==> config.mk <==
export PLATFORM = sky130hd
export DESIGN_NAME = sc_tei0026_pio_input_edge
export DESIGN_NICKNAME = d
export VERILOG_FILES = /design/src/rtl/sc_tei0026_pio_input_edge.sv
export SDC_FILE = /design/constraint.sdc
export NUM_CORES = 1
export LEC_CHECK = 0
export CAP_MARGIN = 20
export CORE_ASPECT_RATIO = 2
export CORE_MARGIN = 1.5
export CORE_UTILIZATION = 45
export CTS_BUF_LIST = sky130_fd_sc_hd__clkbuf_16
export CTS_CLUSTER_SIZE = 20
export DETAILED_ROUTE_END_ITERATION = 8
export GPL_TIMING_DRIVEN = 0
export PLACE_DENSITY = 0.74
export SLEW_MARGIN = 20
export SYNTH_ARGS = -nofsm -noshare
export SYNTH_HDL_FRONTEND = slang
export SYNTH_SLANG_ARGS = --single-unit
==> constraint.sdc <==
create_clock -name clk -period 1.4 [get_ports clk]
set_clock_uncertainty 0.1 [all_clocks]
set_input_delay 0.28 -clock clk [delete_from_list [all_inputs] [get_ports clk]]
set_output_delay 0.28 -clock clk [all_outputs]
set_load 0.005 [all_outputs]
==> src/rtl/sc_tei0026_pio_input_edge.sv <==
// sc_tei0026_pio_input_edge
// Avalon-MM slave parallel input port. Brings an asynchronous WIDTH-bit bus
// into the clk domain through a SYNC_STAGES flop synchronizer, detects per-bit
// edges (rising, falling or any) into a sticky write-1-to-clear capture
// register, and raises a level interrupt for captured edges that are unmasked.
//
// Register window (word address):
//   0  data          RO  synchronized input, zero-extended
//   1  reserved      RO  reads 0
//   2  irq_mask      RW  bits [WIDTH-1:0]
//   3  edge_capture  RO / W1C
module sc_tei0026_pio_input_edge #(
  parameter int WIDTH       = 21,  // 1..32
  parameter int SYNC_STAGES = 2,   // 2..4
  parameter int EDGE_TYPE   = 0    // 0 rising, 1 falling, 2 any
) (
  input  logic             clk,
  input  logic             reset_n,
  input  logic [WIDTH-1:0] in_port,
  input  logic [1:0]       address,
  input  logic             chipselect,
  input  logic             write_n,
  input  logic [31:0]      writedata,
  output logic [31:0]      readdata,
  output logic             irq
);

  localparam logic [1:0] ADDR_DATA = 2'd0;
  localparam logic [1:0] ADDR_RSVD = 2'd1;
  localparam logic [1:0] ADDR_MASK = 2'd2;
  localparam logic [1:0] ADDR_EDGE = 2'd3;

  // Synchronizer chain; element SYNC_STAGES-1 is the synchronized data_in.
  logic [WIDTH-1:0] r_sync [SYNC_STAGES];
  logic [WIDTH-1:0] r_d1;
  logic [WIDTH-1:0] r_irq_mask;
  logic [WIDTH-1:0] r_edge_capture;
  logic [31:0]      r_readdata;

  logic [WIDTH-1:0] w_data_in;
  logic [WIDTH-1:0] w_edge;
  logic             w_write;
  logic             w_wr_mask;
  logic             w_wr_edge;
  logic [WIDTH-1:0] w_wdata;
  logic [WIDTH-1:0] w_clear;
  logic [31:0]      w_rd_mux;
  logic             w_unused_wdata;

  assign w_data_in = r_sync[SYNC_STAGES-1];

  // Bus decode: bits of writedata at or above WIDTH have no destination.
  assign w_write        = chipselect && !write_n;
  assign w_wr_mask      = w_write && (address == ADDR_MASK);
  assign w_wr_edge      = w_write && (address == ADDR_EDGE);
  assign w_wdata        = writedata[WIDTH-1:0];
  assign w_clear        = w_wr_edge ? w_wdata : '0;
  assign w_unused_wdata = ^{1'b0, writedata};

  // Edge detector selected at elaboration; compares data_in with its
  // one-cycle-delayed copy.
  generate
    if (EDGE_TYPE == 0) begin : g_rise
      assign w_edge = w_data_in & ~r_d1;
    end else if (EDGE_TYPE == 1) begin : g_fall
      assign w_edge = ~w_data_in & r_d1;
    end else begin : g_any
      assign w_edge = w_data_in ^ r_d1;
    end
  endgenerate

  // Input synchronizer and edge history register.
  // NOTE: the sync chain is a handful of flops, not a memory, so it is reset
  // like any other register; a reset-to-0 chain is what makes an input held
  // high through reset release show up as one rising edge.
  always_ff @(posedge clk or negedge reset_n) begin
    if (!reset_n) begin
      for (int i = 0; i < SYNC_STAGES; i++) r_sync[i] <= '0;
      r_d1 <= '0;
    end else begin
      // NOTE: non-blocking assignments let every stage sample the previous
      // stage's old value, forming a true shift chain.
      r_sync[0] <= in_port;
      for (int i = 1; i < SYNC_STAGES; i++) r_sync[i] <= r_sync[i-1];
      r_d1 <= w_data_in;
    end
  end

  // Interrupt mask register, written through address 2.
  always_ff @(posedge clk or negedge reset_n) begin
    if (!reset_n) begin
      r_irq_mask <= '0;
    end else if (w_wr_mask) begin
      r_irq_mask <= w_wdata;
    end
  end

  // Sticky edge capture: a detected edge sets, a written 1 clears, and set
  // wins over a simultaneous clear so no edge is ever lost.
  always_ff @(posedge clk or negedge reset_n) begin
    if (!reset_n) begin
      r_edge_capture <= '0;
    end else begin
      r_edge_capture <= w_edge | (r_edge_capture & ~w_clear);
    end
  end

  // Read mux over pre-update register values, zero-extended to 32 bits.
  always_comb begin
    // NOTE: default first so every path assigns w_rd_mux and no latch forms.
    w_rd_mux = '0;
    unique case (address)
      ADDR_DATA: w_rd_mux = 32'(w_data_in);
      ADDR_RSVD: w_rd_mux = '0;
      ADDR_MASK: w_rd_mux = 32'(r_irq_mask);
      ADDR_EDGE: w_rd_mux = 32'(r_edge_capture);
      default:   w_rd_mux = '0;
    endcase
  end

  // Registered read data: one-clock latency, updated regardless of chipselect.
  always_ff @(posedge clk or negedge reset_n) begin
    if (!reset_n) begin
      r_readdata <= '0;
    end else begin
      r_readdata <= w_rd_mux;
    end
  end

  assign readdata = r_readdata;

  // Level interrupt from registers only, so it cannot glitch; it drops
  // immediately on asynchronous reset because both sources clear.
  assign irq = |(r_edge_capture & r_irq_mask);

endmodule

## Word level (Yosys, flattened, before mapping)

Cells that the tools add are included.

- Flip-flop bits (word level): 137
- Input bits: 59
- Output and inout bits: 33
- Word-level logic and storage cells: 23

- Eq/ne operators: 3
- Muxes and demuxes: 2
- Bitwise operators: 6
- Reductions and logical operators: 6

Operator list:

| operator | count |
|---|---|
| $pmux W32 S4 | 1 |
| $and A21 B21 Y21 | 3 |
| $not A21 Y21 | 2 |
| $mux W21 | 1 |
| $or A21 B21 Y21 | 1 |
| $reduce_or A21 Y1 | 1 |
| $eq A2 B2 Y1 const B | 2 |
| $logic_and A1 B1 Y1 | 3 |
| $eq A2 B1 Y1 const B | 1 |
| $logic_not A2 Y1 | 1 |
| $logic_not A1 Y1 | 1 |

## Depth between registers and ports, before layout

Gate-level depths: netlist (run 1).

- Word-level depth: 7
- Mapped depth: 5
- Gate-level depth less buffers: 3

## Worst setup path after synthesis (run 1)

OpenSTA, ideal clock, no wires.

- Path kind: register to output
- From: register r_irq_mask[4]
- To: output port irq
- Data arrival time: 1,146 ps
- Required time: 1,020 ps
- Setup slack: -126 ps
- Stages on the path, launching flop included: 4
- Path buffers: 0
- Cells stage by stage: dfrtp_1 -> a222oi_1 -> nand3_1 -> or3_1

- Longest elaborated chain between the ends: 2

RTL lines:

| what | line | text |
|---|---|---|
| start: declaration | 36 | `logic [WIDTH-1:0] r_irq_mask;` |
| start signal: assignment | 94 | `r_irq_mask <= w_wdata;` |
| $and A21 B21 Y21 | 134 | `assign irq = \|(r_edge_capture & r_irq_mask);` |
| $reduce_or A21 Y1 | 134 |  |
| end: declaration | 25 | `output logic irq` |

No other way between the ends.

## Worst setup path after layout (run 1)

- From: register r_edge_capture[4]
- To: output port irq

- Longest elaborated chain between the ends: 2

RTL lines:

| what | line | text |
|---|---|---|
| start: declaration | 37 | `logic [WIDTH-1:0] r_edge_capture;` |
| start signal: assignment | 104 | `r_edge_capture <= w_edge \| (r_edge_capture & ~w_clear);` |
| $and A21 B21 Y21 | 134 |  |
| $reduce_or A21 Y1 | 134 |  |

No other way between the ends.

==> results, run 1 <==
- The CTS buffer count is 17.
- The first routing iteration left around 170 violations.
- The CTS tree is yes.
- After detailed routing, the number of vias per cell comes to between 4 and 5.
- Static timing analysis puts the maximum clock frequency at roughly 0.46 GHz.
- For the worst flop-to-flop path, the logic depth is 3.
- The smallest setup slack after layout is -0.785 ns.
- In this run the critical register-to-register path is launched from r_irq_mask[4].
- The met2 routing resource usage after global routing is between 30% and 40%.
- The area taken by multi-input logic gates is 1150 sq um.
- Net switching is between 20% and 30% of the power.
- The aggregate global-route resource usage is between 15 and 20%.
- The run finished, with violations left.
- The cell with the biggest individual delay on the critical path is sky130_fd_sc_hd__a222oi_1.
- The kind of cell with the highest combined delay on the critical path is simple AND/OR/NAND/NOR gates.
- The floorplan step set the die height to around 140 um.
- The period utilization is 156%.
- Max-cap violations in this run came to 0.
- For this block, the via count after detailed routing is 2697.
- The final antenna diode count is 0.
- OpenSTA, run right after detailed placement, puts the worst setup slack at -0.692 ns.
- The signal on the critical path passes through a222oi_1 > nand3_1 > or3_4 > buf_6.
- The global routing stage identified its most utilized layer as met2.
- The residual overflow from global routing is 0.
- Counting I/O delays and the setup requirement, the final critical path takes ~2.2 ns.
- The most critical setup path has its startpoint at r_edge_capture[4].
- The mapped netlist covers 4500 sq um.
- The net switching component of the power is 2.05 mW.
- Setup repair after global routing could not meet its margin everywhere.
- The checks that failed: negative setup slack.
- Along the worst path, the maximum fanout reaches 3.
- The count of final max-slew check failures is 0.
- The HPWL after detailed placement is around 6.1 mm.
- The detailed-routing iteration count for the pre-antenna-repair pass is 4.
- For this run, the register share of the synthesized area comes to between 70 and 80%.
- The post-detailed-route DRC marker count is 0.
- The number of antenna violations at the first check in global routing is 0.
- The setup TNS is -0.785 ns.
- The total wire length after detailed routing is between 9 and 10 mm.
- The startpoint type of the worst setup path is a register.
- Global routing consumed, on the met3 layer, slightly above 6% of the routing resources.
- By area the synthesized netlist is led by sky130_fd_sc_hd__dfrtp_1 (70%), sky130_fd_sc_hd__mux2_4 (6.7%), sky130_fd_sc_hd__mux2i_1 (4.7%).
- The number of I/O pins is 92.
- In this run the worst setup path terminates at irq.
- The worst-case IR drop observed on VDD is approximately 1.1 mV.
- The number of hold violations in the final report came to 0.
- The met1 layer usage reported by global route is between 20% and 30%.
- The total of warnings raised by yosys is 0.
- The clock latency at the later pin of the worst-skew pair is 0.41 ns.
- The number of levels in the clock H-tree is 4.
- The number of logic stages on the critical path including buffering is 4.
- The total of fill cells in the finished design is roughly 760.
- The internal power of the cells is a little over 7 mW.
- Registers are responsible for a little under half of the overall power.
- Clock-pin slew was measured on the worst setup and hold paths at ~0.05 ns.
- In this run the power density over the cells is 1530 nW/um^2.
- The number of buffers added on ports is 68.
- The die is roughly 74 um wide.
- The highest cell delay on the worst timing path is 0.41 ns.
- The synthesized design contains 126 register bits.
- The smallest hold slack is ~0.18 ns.
- The global-route wire length before repair is around 15 mm.
- A synthesized cell averages around 14 sq um.
- The worst hold-check path type is in2reg.
- Data on the critical path arrives at its endpoint at between 1.5 and 2 ns.
- The final net count is 472.
- The clock network accounts for between 40% and 50% of the total power.
- In this run the clock root is driven by a sky130_fd_sc_hd__clkbuf_16.
- Entering global routing, the biggest net connects 83 pins.
- The worst setup path category is reg2out.
- The slack of the worst reg-to-reg path is approximately 0.35 ns.
- The share of total power dissipated in combinational logic is a little over 10%.
- The worst register-to-register path ends at readdata[4].
- In this run the deepest clock path goes through 2 buffers.
- The distinct cell type count of the synthesized netlist is 21.
- For the pin with the worst max-slew slack, the measured transition is approximately 0.52 ns.
- The die covers approximately 11000 sq um.
- Setup violations remaining at the end of the flow were counted as 1.
- The type of destination of the critical path is an output pin.
- The congestion estimate from routability-driven global placement came to 0.791.
- The per-cell routed wire length is 16.8 um.
- Of all cell types, the one taking the most synthesized area is sky130_fd_sc_hd__dfrtp_1.
- The initial utilization of the core area, before any placement, comes to 46.1%.
- Summing all flip-flop and latch instances after layout gives ~3200 sq um.
- Counting every sink on the clock net gives around 130.
- The number of global-route vias before repair is roughly 2900.
- Data on the critical path is required at its endpoint by ~1.0 ns.
- The post-route netlist has ~17% of its cells at a drive strength greater than 1.
- The number of buffers and inverters on the critical path is 1.
- The number of core rows is 51.
- The leakage power is approximately 2.8 nW.
- The core box area is between 9000 and 10000 sq um.
- Synthesis handed over a netlist of roughly 310 instances.
- The worst pin sits at a relative slew slack of around two thirds.
- The residual antenna-violating net count after detailed routing is 0.
- Of the post-synthesis cell area, the dominant cell type holds 70.0%.
- The synthesis-to-finish area growth is 32.7%.
final cells by class:
| cell class | instances | share of cell area [%] |
|---|---|---|
| Sequential cell | 126 | 52.8 |
| Multi-Input combinational cell | 154 | 19.3 |
| Timing Repair Buffer | 71 | 12.0 |
| Clock buffer | 17 | 7.12 |
| Buffer | 22 | 2.85 |
| Tap cell | 132 | 2.76 |
| Clock inverter | 15 | 1.91 |
| Inverter | 21 | 1.32 |
placed cells by master (no fill, tap or decap), types with 2 or more instances in the layout:
cell                              count
sky130_fd_sc_hd__clkinv_2             4
sky130_fd_sc_hd__clkbuf_16           17
sky130_fd_sc_hd__a22oi_1              8
sky130_fd_sc_hd__clkdlybuf4s50_1     44
sky130_fd_sc_hd__mux2_4              20
sky130_fd_sc_hd__mux2i_1             21
sky130_fd_sc_hd__inv_1               25
sky130_fd_sc_hd__buf_6                2
sky130_fd_sc_hd__buf_4               16
sky130_fd_sc_hd__a22o_1              21
sky130_fd_sc_hd__o21ai_0             21
sky130_fd_sc_hd__nand2_1             42
sky130_fd_sc_hd__clkdlybuf4s15_1     19
sky130_fd_sc_hd__clkinv_1             5
sky130_fd_sc_hd__bufinv_16            2
sky130_fd_sc_hd__buf_2                3
sky130_fd_sc_hd__dfrtp_1            126
sky130_fd_sc_hd__nand3_1              2
sky130_fd_sc_hd__clkbuf_1             2
sky130_fd_sc_hd__conb_1              11
sky130_fd_sc_hd__clkbuf_2             2
synthesized netlist by cell type:
library cell,count
sky130_fd_sc_hd__or3_1,1
sky130_fd_sc_hd__nand3_1,2
sky130_fd_sc_hd__nand2_1,42
sky130_fd_sc_hd__inv_1,21
sky130_fd_sc_hd__nand4_1,1
sky130_fd_sc_hd__and4b_1,1
sky130_fd_sc_hd__and2_1,1
sky130_fd_sc_hd__conb_1,1
sky130_fd_sc_hd__a222oi_1,1
sky130_fd_sc_hd__a22oi_1,9
sky130_fd_sc_hd__buf_2,3
sky130_fd_sc_hd__mux2_2,1
sky130_fd_sc_hd__mux2i_1,21
sky130_fd_sc_hd__dfrtp_1,126
sky130_fd_sc_hd__mux2_4,20
sky130_fd_sc_hd__a22o_1,21
sky130_fd_sc_hd__buf_4,15
sky130_fd_sc_hd__and4bb_4,1
sky130_fd_sc_hd__o21ai_0,21
sky130_fd_sc_hd__clkbuf_1,2
sky130_fd_sc_hd__buf_8,2
state kept, by name, summed over array words and instances, names as in the netlist:
signal,flops
readdata,21
r_sync,21
w_data_in,21
r_edge_capture,21
r_d1,21
r_irq_mask,21
worst min-delay path by stage:
stage	start	end	cells after the start
after global routing	in_port[17]	r_sync[38]	1
final	address[1]	readdata[19]	3
after CTS	address[1]	readdata[19]	3
after floorplan	reset_n	r_d1[0]	0
after detailed placement	reset_n	r_sync[36]	1
after global placement	r_sync[30]	w_data_in[9]	0
worst register-to-register path: cells and delay by family, from the launching register on:
kind                   cells  cell delay [ns]
DFF                        1             0.39
buffers and inverters      1             0.15
muxes                      1             0.15
AOI/OAI and AO/OA          1             0.11
power groups by stage:
stage	combinational [mW]	clock (mW)	sequential [mW]
floorplan	0.477	0	4.20
global placement	0.922	0	4.25
detailed placement	0.960	0	4.26
CTS	0.951	4.05	4.21
global route	1.02	4.24	4.24
finish	0.935	3.99	4.21
timing repair:
action                                  4_1_cts  5_1_grt
hold endpoints to repair                     44        0
resized for setup                            49        4
pin swaps                                     4        3
hold buffers                                  1        0
setup buffers                                 1        0
endpoints found under the setup margin       43        5
per-stage QoR:
| stage | area [sq um] | util, % | cells | power [mW] |
|---|---|---|---|---|
| 3_5_place_dp | 5410 | 55.5 | 524 | 5.22 |
| 5_1_grt | 5980 | 61.2 | 558 | 9.50 |
| 2_1_floorplan | 4540 | - | 323 | 4.68 |
| 6_report | 5980 | 61.2 | 558 | 9.14 |
| 3_3_place_gp | 5390 | 55.2 | 523 | 5.17 |
| 4_1_cts | 5980 | 61.3 | 558 | 9.21 |
kinds of logic (layout without fill, tap and decap cells):
| logic type | after synthesis | count (layout) | synth area share (%) |
|---|---|---|---|
| AND/OR/NAND/NOR | 49 | 49 | 4.73 |
| buffers and inverters | 43 | 146 | 5.42 |
| multiplexers | 42 | 42 | 11.6 |
| flip-flops | 126 | 126 | 70.0 |
| AO/OA/AOI/OAI | 52 | 52 | 8.14 |
| other | 1 | 11 | 0.0833 |
per-layer routing:
layer / wire length, um / part of all wire (%) / vias up
met5: 0 / 0 / -
met4: 270 / 2.9 / 0
met3: 415 / 4.4 / 18
met2: 5070 / 54 / 87
met1: 3610 / 39 / 1356
li1: - / - / 1236
Note: power is estimated with default switching activity, not from simulation.
==> run 2: changes to the inputs <==
- CORE_MARGIN: 1.5 -> not set
==> run 2 against run 1 <==
The flow still finishes with violations (negative setup slack). Flip-flop and latch count is the same. Sequential share of layout area shrank 0.56 points. Die area shrank 2.0%. Worst setup slack lost 0.064 ns. Routed wire length shrank 0.51%. First-iteration DRC count shrank 3.0%. Utilization grew 1.1 points. Global-route usage grew 0.49 points. Largest cell class unchanged. Count of clock-buffer cells in the layout is the same. Highest routed layer unchanged.
==> results, run 2 (synthesis results as in run 1) <==
- The run finished, with violations left.
- The final reports fail on negative setup slack.
- The final antenna diode count is 0 (unchanged).
- The buffer levels on the longest clock path was 2 (unchanged).
- The CTS buffer count is 17 (unchanged).
- The detail-routed via count per cell is 4.85 (+0.42%).
- The layout cell share with drive strength beyond 1 is 20.3% (+3.1 points).
- The die outline height is 143 um (-0.69%).
- The number of I/O pins is 92 (unchanged).
- The number of buffers added on ports is 68 (unchanged).
- The cell with the biggest individual delay on the critical path is sky130_fd_sc_hd__a222oi_1.
- The number of cells traversed by the worst hold path is 3 (unchanged).
- The area of the die was 10400 sq um (-2.0%).
- The maximum achievable frequency came to 0.445 GHz (-2.8%).
- The number of antenna violations at the first check in global routing is 0 (unchanged).
- The initial DRC count is 161 (-3.0%).
- The worst slew slack as a fraction of its limit is 63.4% (-1.6 points).
- The number of failing setup endpoints in the final timing report was 1 (unchanged).
- The total power density per cell area came to 1560 nW/um^2 (+2.0%).
- The clock sink count is 126 (unchanged).
- The critical path data required time was 1.02 ns (about the same).
- The number of cell instances on the worst register-to-register path came to 3 (unchanged).
- The detailed-routing iteration count for the pre-antenna-repair pass is 4 (unchanged).
- The total wire length after detailed routing came to 9.33 mm (-0.51%).
- The final instance area is 6040 sq um (+1.1%).
- The transition at the pin with the smallest max-transition slack is 0.549 ns (+0.0245 ns).
- In this run the most critical hold path is launched from address[1].
- Setup repair after global routing could not meet its margin everywhere.
- The initial core utilization came to 46.4% (+0.30 points).
- The post-detailed-route DRC marker count came to 0 (unchanged).
- The worst setup path is captured at an output pin.
- Walking the worst path, the cells encountered are a222oi_1 > nand3_1 > or3_1 > buf_2.
- The max-cap check violation count is 0 (unchanged).
- The width of the die came to 72.7 um (-1.4%).
- Among cell families on the critical path, the largest total delay comes from compound AO/OA/AOI/OAI gates.
- The pin count of the biggest net entering global routing is 68 (-18%).
- The most common cell after layout, fill and taps aside is sky130_fd_sc_hd__dfrtp_1.
- The largest voltage drop on the vdd net was 1.20 mV (+6.9%).
- The per-cell routed wire length is 16.6 um (-1.0%).
- The global-route wire length before repair is 14.8 mm (+0.19%).
- The slack of the worst reg-to-reg path is 0.36 ns (about the same).
- The residual overflow from global routing is 0 (unchanged).
- The total power after layout is 9.42 mW (+3.1%).
- The smallest setup slack after layout is -0.849 ns (-0.0636 ns).
- The final critical path time including I/O delays and setup is 2.25 ns (+0.0636 ns).
- The number of hold violations in the final report is 0 (unchanged).
- The number of levels in the clock H-tree is 4 (unchanged).
- TritonCTS built the clock tree.
- The instance area at placement is 5410 sq um (unchanged).
- The final net count is 476 (+0.85%).
- The total of fill cells in the finished design was 769 (+0.79%).
- The number of core rows is 51 (unchanged).
- The critical path data arrival time is 1.87 ns (+0.06 ns).
- The worst setup path is launched from a register.
- The cell sitting at the root of the clock tree is a sky130_fd_sc_hd__clkbuf_16.
- The number of global-route vias before repair came to 2939 (+2.9%).
- The clock transition at the registers of the reported paths came to 0.05 ns (about the same).
- Leaving out fill and tap cells, the most frequent cells in the layout are sky130_fd_sc_hd__dfrtp_1 (126), sky130_fd_sc_hd__nand2_1 (42), sky130_fd_sc_hd__clkdlybuf4s50_1 (42).
- The clock latency at the later pin of the worst-skew pair is 0.41 ns (about the same).
- The placer's final routability congestion estimate was 0.783 (-1.1%).
- The count of final max-slew check failures is 0 (unchanged).
- The HPWL after detailed placement is 6.10 mm (-0.50%).
- The worst path buffer plus inverter count was 1 (unchanged).
- The period utilization came to 161% (+4.5 points).
- The maximum fanout along the worst path is 2 (-1).
- For hold timing, the worst endpoint is readdata[19].
- The end of the worst register-to-register path is r_edge_capture[4].
- The leakage power is 2.84 nW (+1.2%).
- The core box area is 9700 sq um (-0.65%).
- The highest cell delay on the worst timing path is 0.48 ns (+0.07 ns).
- The total via count in the routed design was 2723 (+0.96%).
- The synthesis-to-finish area growth is 34.2%.
- The critical path is of the reg2out type.
- The aggregate global-route resource usage is 20.1% (+0.49 points).
- The residual antenna-violating net count after detailed routing is 0 (unchanged).
- The startpoint of the worst-slack reg-to-reg timing path is r_edge_capture[4].
- The worst hold path belongs to the class in2reg.
==> run 2: changes by cell type in the layout (fill, tap and decap cells not counted), sizes merged <==
cell and change:
clkbuf +8, dlymetal6s2s +2, bufinv +1, clkinv -2, clkdlybuf4s15 -7, clkinvlp +4
clkdlybuf4s50 -2, buf +3, inv -4
==> run 2: per-layer routing <==
layer  global-route usage (%)  wire length, um  vias to the layer above
li1                         -                -                     1250
met4                     11.4              212                        0
met2                     32.8             5120                       95
met3                     7.50              464                       15
met5                        0                0                        -
met1                     22.1             3530                     1363
==> run 2: what timing repair did <==
item | CTS | global route
gates cloned | 1 | 1
endpoints found under the setup margin | 42 | 14
gates resized for setup | 50 | 11
endpoints found under the hold margin | 59 | 0
pin swaps | 4 | 3
hold buffers | 1 | 0
buffers inserted | 2 | 1
==> run 2: final cells by class <==
| class | instances | area (sq um) | share of cell area, % |
|---|---|---|---|
| clock buffers | 17 | 425 | 7.04 |
| repair buffers | 75 | 748 | 12.4 |
| clock inverters | 14 | 151 | 2.51 |
| plain buffers | 22 | 175 | 2.90 |
| well taps | 132 | 165 | 2.73 |
| inverters | 21 | 78.8 | 1.31 |
| flip-flops and latches | 126 | 3150 | 52.2 |
| multi-input cells | 154 | 1140 | 18.9 |
==> run 2: worst max path at each step <==
| stage | cells after the start | slack, ns | startpoint | to |
|---|---|---|---|---|
| after floorplan | 3 | -0.06 | r_edge_capture[4] | irq |
| after global placement | 1 | -4.53 | reset_n | readdata[2] |
| after detailed placement | 4 | -0.75 | r_edge_capture[4] | irq |
| after CTS | 4 | -0.91 | r_irq_mask[4] | irq |
| after global routing | 4 | -0.91 | r_edge_capture[4] | irq |
| final | 4 | -0.85 | r_edge_capture[4] | irq |
==> run 2: report_power, final <==
| group | leakage [nW] | switching (mW) | internal, mW |
|---|---|---|---|
| logic | 1.13 | 0.367 | 0.559 |
| registers | 1.44 | 0.221 | 3.98 |
| clock network | 0.273 | 1.54 | 2.75 |
==> run 2: worst register-to-register path, delay by kind of cell, from the launching register on <==
family,cells,cell delay [ns]
compound gates,1,0.19
buf+inv,2,0.26
flops,1,0.38
==> run 2: through the flow <==
stage          worst slack (ns)  std cells  hold slack [ns]  setup TNS [ns]  util [%]
2_1_floorplan           -0.0633        323           -0.116         -0.0633         -
3_3_place_gp              -4.53        523            0.232         -594.01      55.5
3_5_place_dp             -0.749        524            0.183          -24.12      55.8
4_1_cts                  -0.905        559            0.163          -0.905      62.3
5_1_grt                  -0.910        561            0.181          -0.910      62.3
6_report                 -0.849        561            0.180          -0.849      62.3
==> run 3: changes to the inputs <==
- TNS_END_PERCENT: not set -> 50
==> run 3 against run 2 <==
The flow still finishes with violations (negative setup slack). Non-clock buffer count shrank 2. Cell count shrank 0.36%. Count of clock-buffer cells in the layout is the same. Critical path depth is the same. Sequential power is essentially flat. Power shrank 0.15%. Sequential share of layout area grew 0.50 points. Utilization shrank 0.59 points. Hold slack lost 0.0025 ns. Clock power is essentially flat. Critical path type unchanged. Highest routed layer unchanged.
==> results, run 3 (synthesis results as in run 1) <==
- The critical path data required time came to 1.02 ns (about the same).
- The net switching component of the power was 2.12 mW (-0.38%).
- The post-detailed-route DRC marker count was 0 (unchanged).
- The number of failing setup endpoints in the final timing report is 1 (unchanged).
- The detailed-routing iteration count for the pre-antenna-repair pass is 4 (unchanged).
- The per-cell routed wire length is 16.4 um (-1.5%).
- The area taken by multi-input logic gates is 1140 sq um (unchanged).
- The CTS buffer count is 17 (unchanged).
- The initial DRC count is 115 (-29%).
- The run finished, with violations left.
- The count of final max-slew check failures is 0 (unchanged).
- The width of the die was 72.7 um (unchanged).
- The final net count was 474 (-0.42%).
- The slack of the worst reg-to-reg path is 0.36 ns (about the same).
- The setup path with the least slack is of type reg2out.
- The path class of the tightest hold or removal check is in2reg.
- The smallest setup slack after layout is -0.860 ns (-0.0113 ns).
- The worst setup path startpoint is r_edge_capture[4].
- The area growth from synthesis to layout is 32.9%.
- The clock latency at the later pin of the worst-skew pair was 0.41 ns (about the same).
- The leakage power is 2.80 nW (-1.4%).
- The instance area at placement is 5410 sq um (unchanged).
- The number of instances in the placed design is 524 (unchanged).
- The number of hold violations in the final report was 0 (unchanged).
- The detail-routed via count per cell came to 4.88 (+0.58%).
- The transition at the pin with the smallest max-transition slack was 0.551 ns (+0.00221 ns).
- The maximum fanout along the worst path came to 2 (unchanged).
- The final critical path time including I/O delays and setup is 2.26 ns (+0.0113 ns).
- The number of global-route vias before repair is 2940 (+0.034%).
- The number of levels in the clock H-tree is 4 (unchanged).
- Following the worst setup path forward leads to its endpoint at irq.
- The aggregate global-route resource usage came to 19.8% (-0.26 points).
- The global-route wire length before repair was 14.6 mm (-1.3%).
- The setup TNS came to -0.860 ns (-0.0113 ns).
- The final antenna diode count was 0 (unchanged).
- The layout cell share with drive strength beyond 1 is 19.9% (-0.37 points).
- The CTS tree is yes.
- The critical path data arrival time came to 1.88 ns (about the same).
- The worst slew slack as a fraction of its limit is 63.3% (-0.15 points).
- The storage element area is 3150 sq um (unchanged).
- The number of cell instances on the worst register-to-register path is 3 (unchanged).
- The number of I/O pins came to 92 (unchanged).
- The pin count of the biggest net entering global routing came to 68 (unchanged).
- The total via count in the routed design is 2729 (+0.22%).
- The HPWL after detailed placement is 6.10 mm (unchanged).
- Clock tree synthesis selected as its root buffer the cell sky130_fd_sc_hd__clkbuf_16.
- The startpoint type of the worst setup path is a register.
- The type of destination of the critical path is an output pin.
- The buffer levels on the longest clock path was 2 (unchanged).
- The part of the total power dissipated in sequential elements came to 44.7% (about the same).
- The clock transition at the registers of the reported paths is 0.05 ns (about the same).
- The period utilization was 161% (+0.81 points).
- The area of the die is 10400 sq um (unchanged).
- The end of the worst register-to-register path is r_edge_capture[4].
- The largest voltage drop on the vdd net is 1.20 mV (+0.23%).
- The maximum achievable frequency came to 0.442 GHz (-0.50%).
- In this run the critical register-to-register path is launched from r_edge_capture[4].
- The initial core utilization is 46.4% (unchanged).
- The residual overflow from global routing was 0 (unchanged).
- The final reports fail on negative setup slack.
- The placer's final routability congestion estimate came to 0.783 (unchanged).
- The internal power of the cells is 7.28 mW (about the same).
- The relative contribution of combinational cells to total power was 9.8% (about the same).
- The clock sink count was 126 (unchanged).
- The net switching fraction of the power is 22.6% (-0.052 points).
- The core box area is 9700 sq um (unchanged).
- The max-cap check violation count is 0 (unchanged).
- The number of core rows is 51 (unchanged).
- The most common cell after layout, fill and taps aside is sky130_fd_sc_hd__dfrtp_1.
- The total of fill cells in the finished design is 772 (+0.39%).
- The smallest hold slack came to 0.177 ns (-0.00247 ns).
- The total power density per cell area is 1570 nW/um^2 (+0.81%).
- Setup repair after global routing could not meet its margin everywhere.
- The library cells used most frequently in the layout, excluding fill and tap cells, are sky130_fd_sc_hd__dfrtp_1 (126), sky130_fd_sc_hd__clkdlybuf4s50_1 (44), sky130_fd_sc_hd__nand2_1 (42).
- The die outline height is 143 um (unchanged).
- The total wire length after detailed routing is 9.15 mm (-1.9%).
- The part of the power in the clock network is 45.5% (about the same).
- The number of antenna violations at the first check in global routing is 0 (unchanged).
- The final instance area is 5980 sq um (-0.95%).
- The number of buffers added on ports is 68 (unchanged).
- The residual antenna-violating net count after detailed routing was 0 (unchanged).
- The post-route non-filler standard cell count is 559 (-0.36%).
## run 3: cell count changes in the layout (fill, tap and decap cells not counted)
| cell | before | now |
|---|---|---|
| sky130_fd_sc_hd__clkdlybuf4s50_1 | 42 | 44 |
| sky130_fd_sc_hd__dlymetal6s2s_1 | 2 | 0 |
| sky130_fd_sc_hd__buf_16 | 2 | 1 |
| sky130_fd_sc_hd__clkbuf_16 | 18 | 17 |
## run 3: metal layers
layer | track usage [%] | share of wire (%) | vias to the layer above
met2 | 32.3 | 54 | 101
met1 | 21.8 | 38 | 1361
met5 | 0 | 0 | -
li1 | - | - | 1244
met4 | 11.1 | 3.0 | 0
met3 | 7.57 | 5.6 | 23
## run 3: power groups by stage
stage,combinational (mW),sequential (mW),clock [mW]
global placement,0.916,4.25,0
floorplan,0.477,4.20,0
finish,0.920,4.21,4.28
global route,1.00,4.24,4.53
CTS,0.942,4.20,4.34
detailed placement,0.954,4.26,0
## run 3: area by class of cell
| class | instances | area share (%) |
|---|---|---|
| clock buffer | 17 | 7.11 |
| buffer | 22 | 2.93 |
| multi-input combinational | 154 | 19.1 |
| sequential | 126 | 52.7 |
| timing repair buffer | 73 | 11.5 |
| tap | 132 | 2.76 |
| inverter | 21 | 1.32 |
| clock inverter | 14 | 2.53 |
## run 3: stage by stage
step	power [mW]	worst slack, ns	util (%)
3_3_place_gp	5.16	-4.53	55.5
2_1_floorplan	4.68	-0.0633	-
4_1_cts	9.48	-0.905	62.0
5_1_grt	9.77	-0.910	61.7
3_5_place_dp	5.22	-0.749	55.8
6_report	9.41	-0.860	61.7
## run 3: how the worst min path moves through the flow
| stage | start | to | cells past startpoint |
|---|---|---|---|
| 3_5_place_dp | reset_n | r_sync[35] | 1 |
| 2_1_floorplan | reset_n | r_d1[0] | 0 |
| 5_1_grt | address[1] | readdata[19] | 3 |
| 6_report | address[1] | readdata[19] | 3 |
| 4_1_cts | address[1] | readdata[19] | 3 |
| 3_3_place_gp | r_sync[36] | w_data_in[15] | 0 |
## run 3: critical path, stage by stage, from the launching register on
cell and delay [ns]:
sky130_fd_sc_hd__dfrtp_1 0.38, sky130_fd_sc_hd__a222oi_1 0.47, sky130_fd_sc_hd__nand3_1 0.13, sky130_fd_sc_hd__or3_1 0.34, sky130_fd_sc_hd__buf_2 0.14
## run 3: timing repair
item,in CTS,in global routing
resized for setup,48,10
endpoints found under the setup margin,42,14
pin swaps,3,3
hold buffers,1,0
endpoints found under the hold margin,59,0
setup buffers,2,1
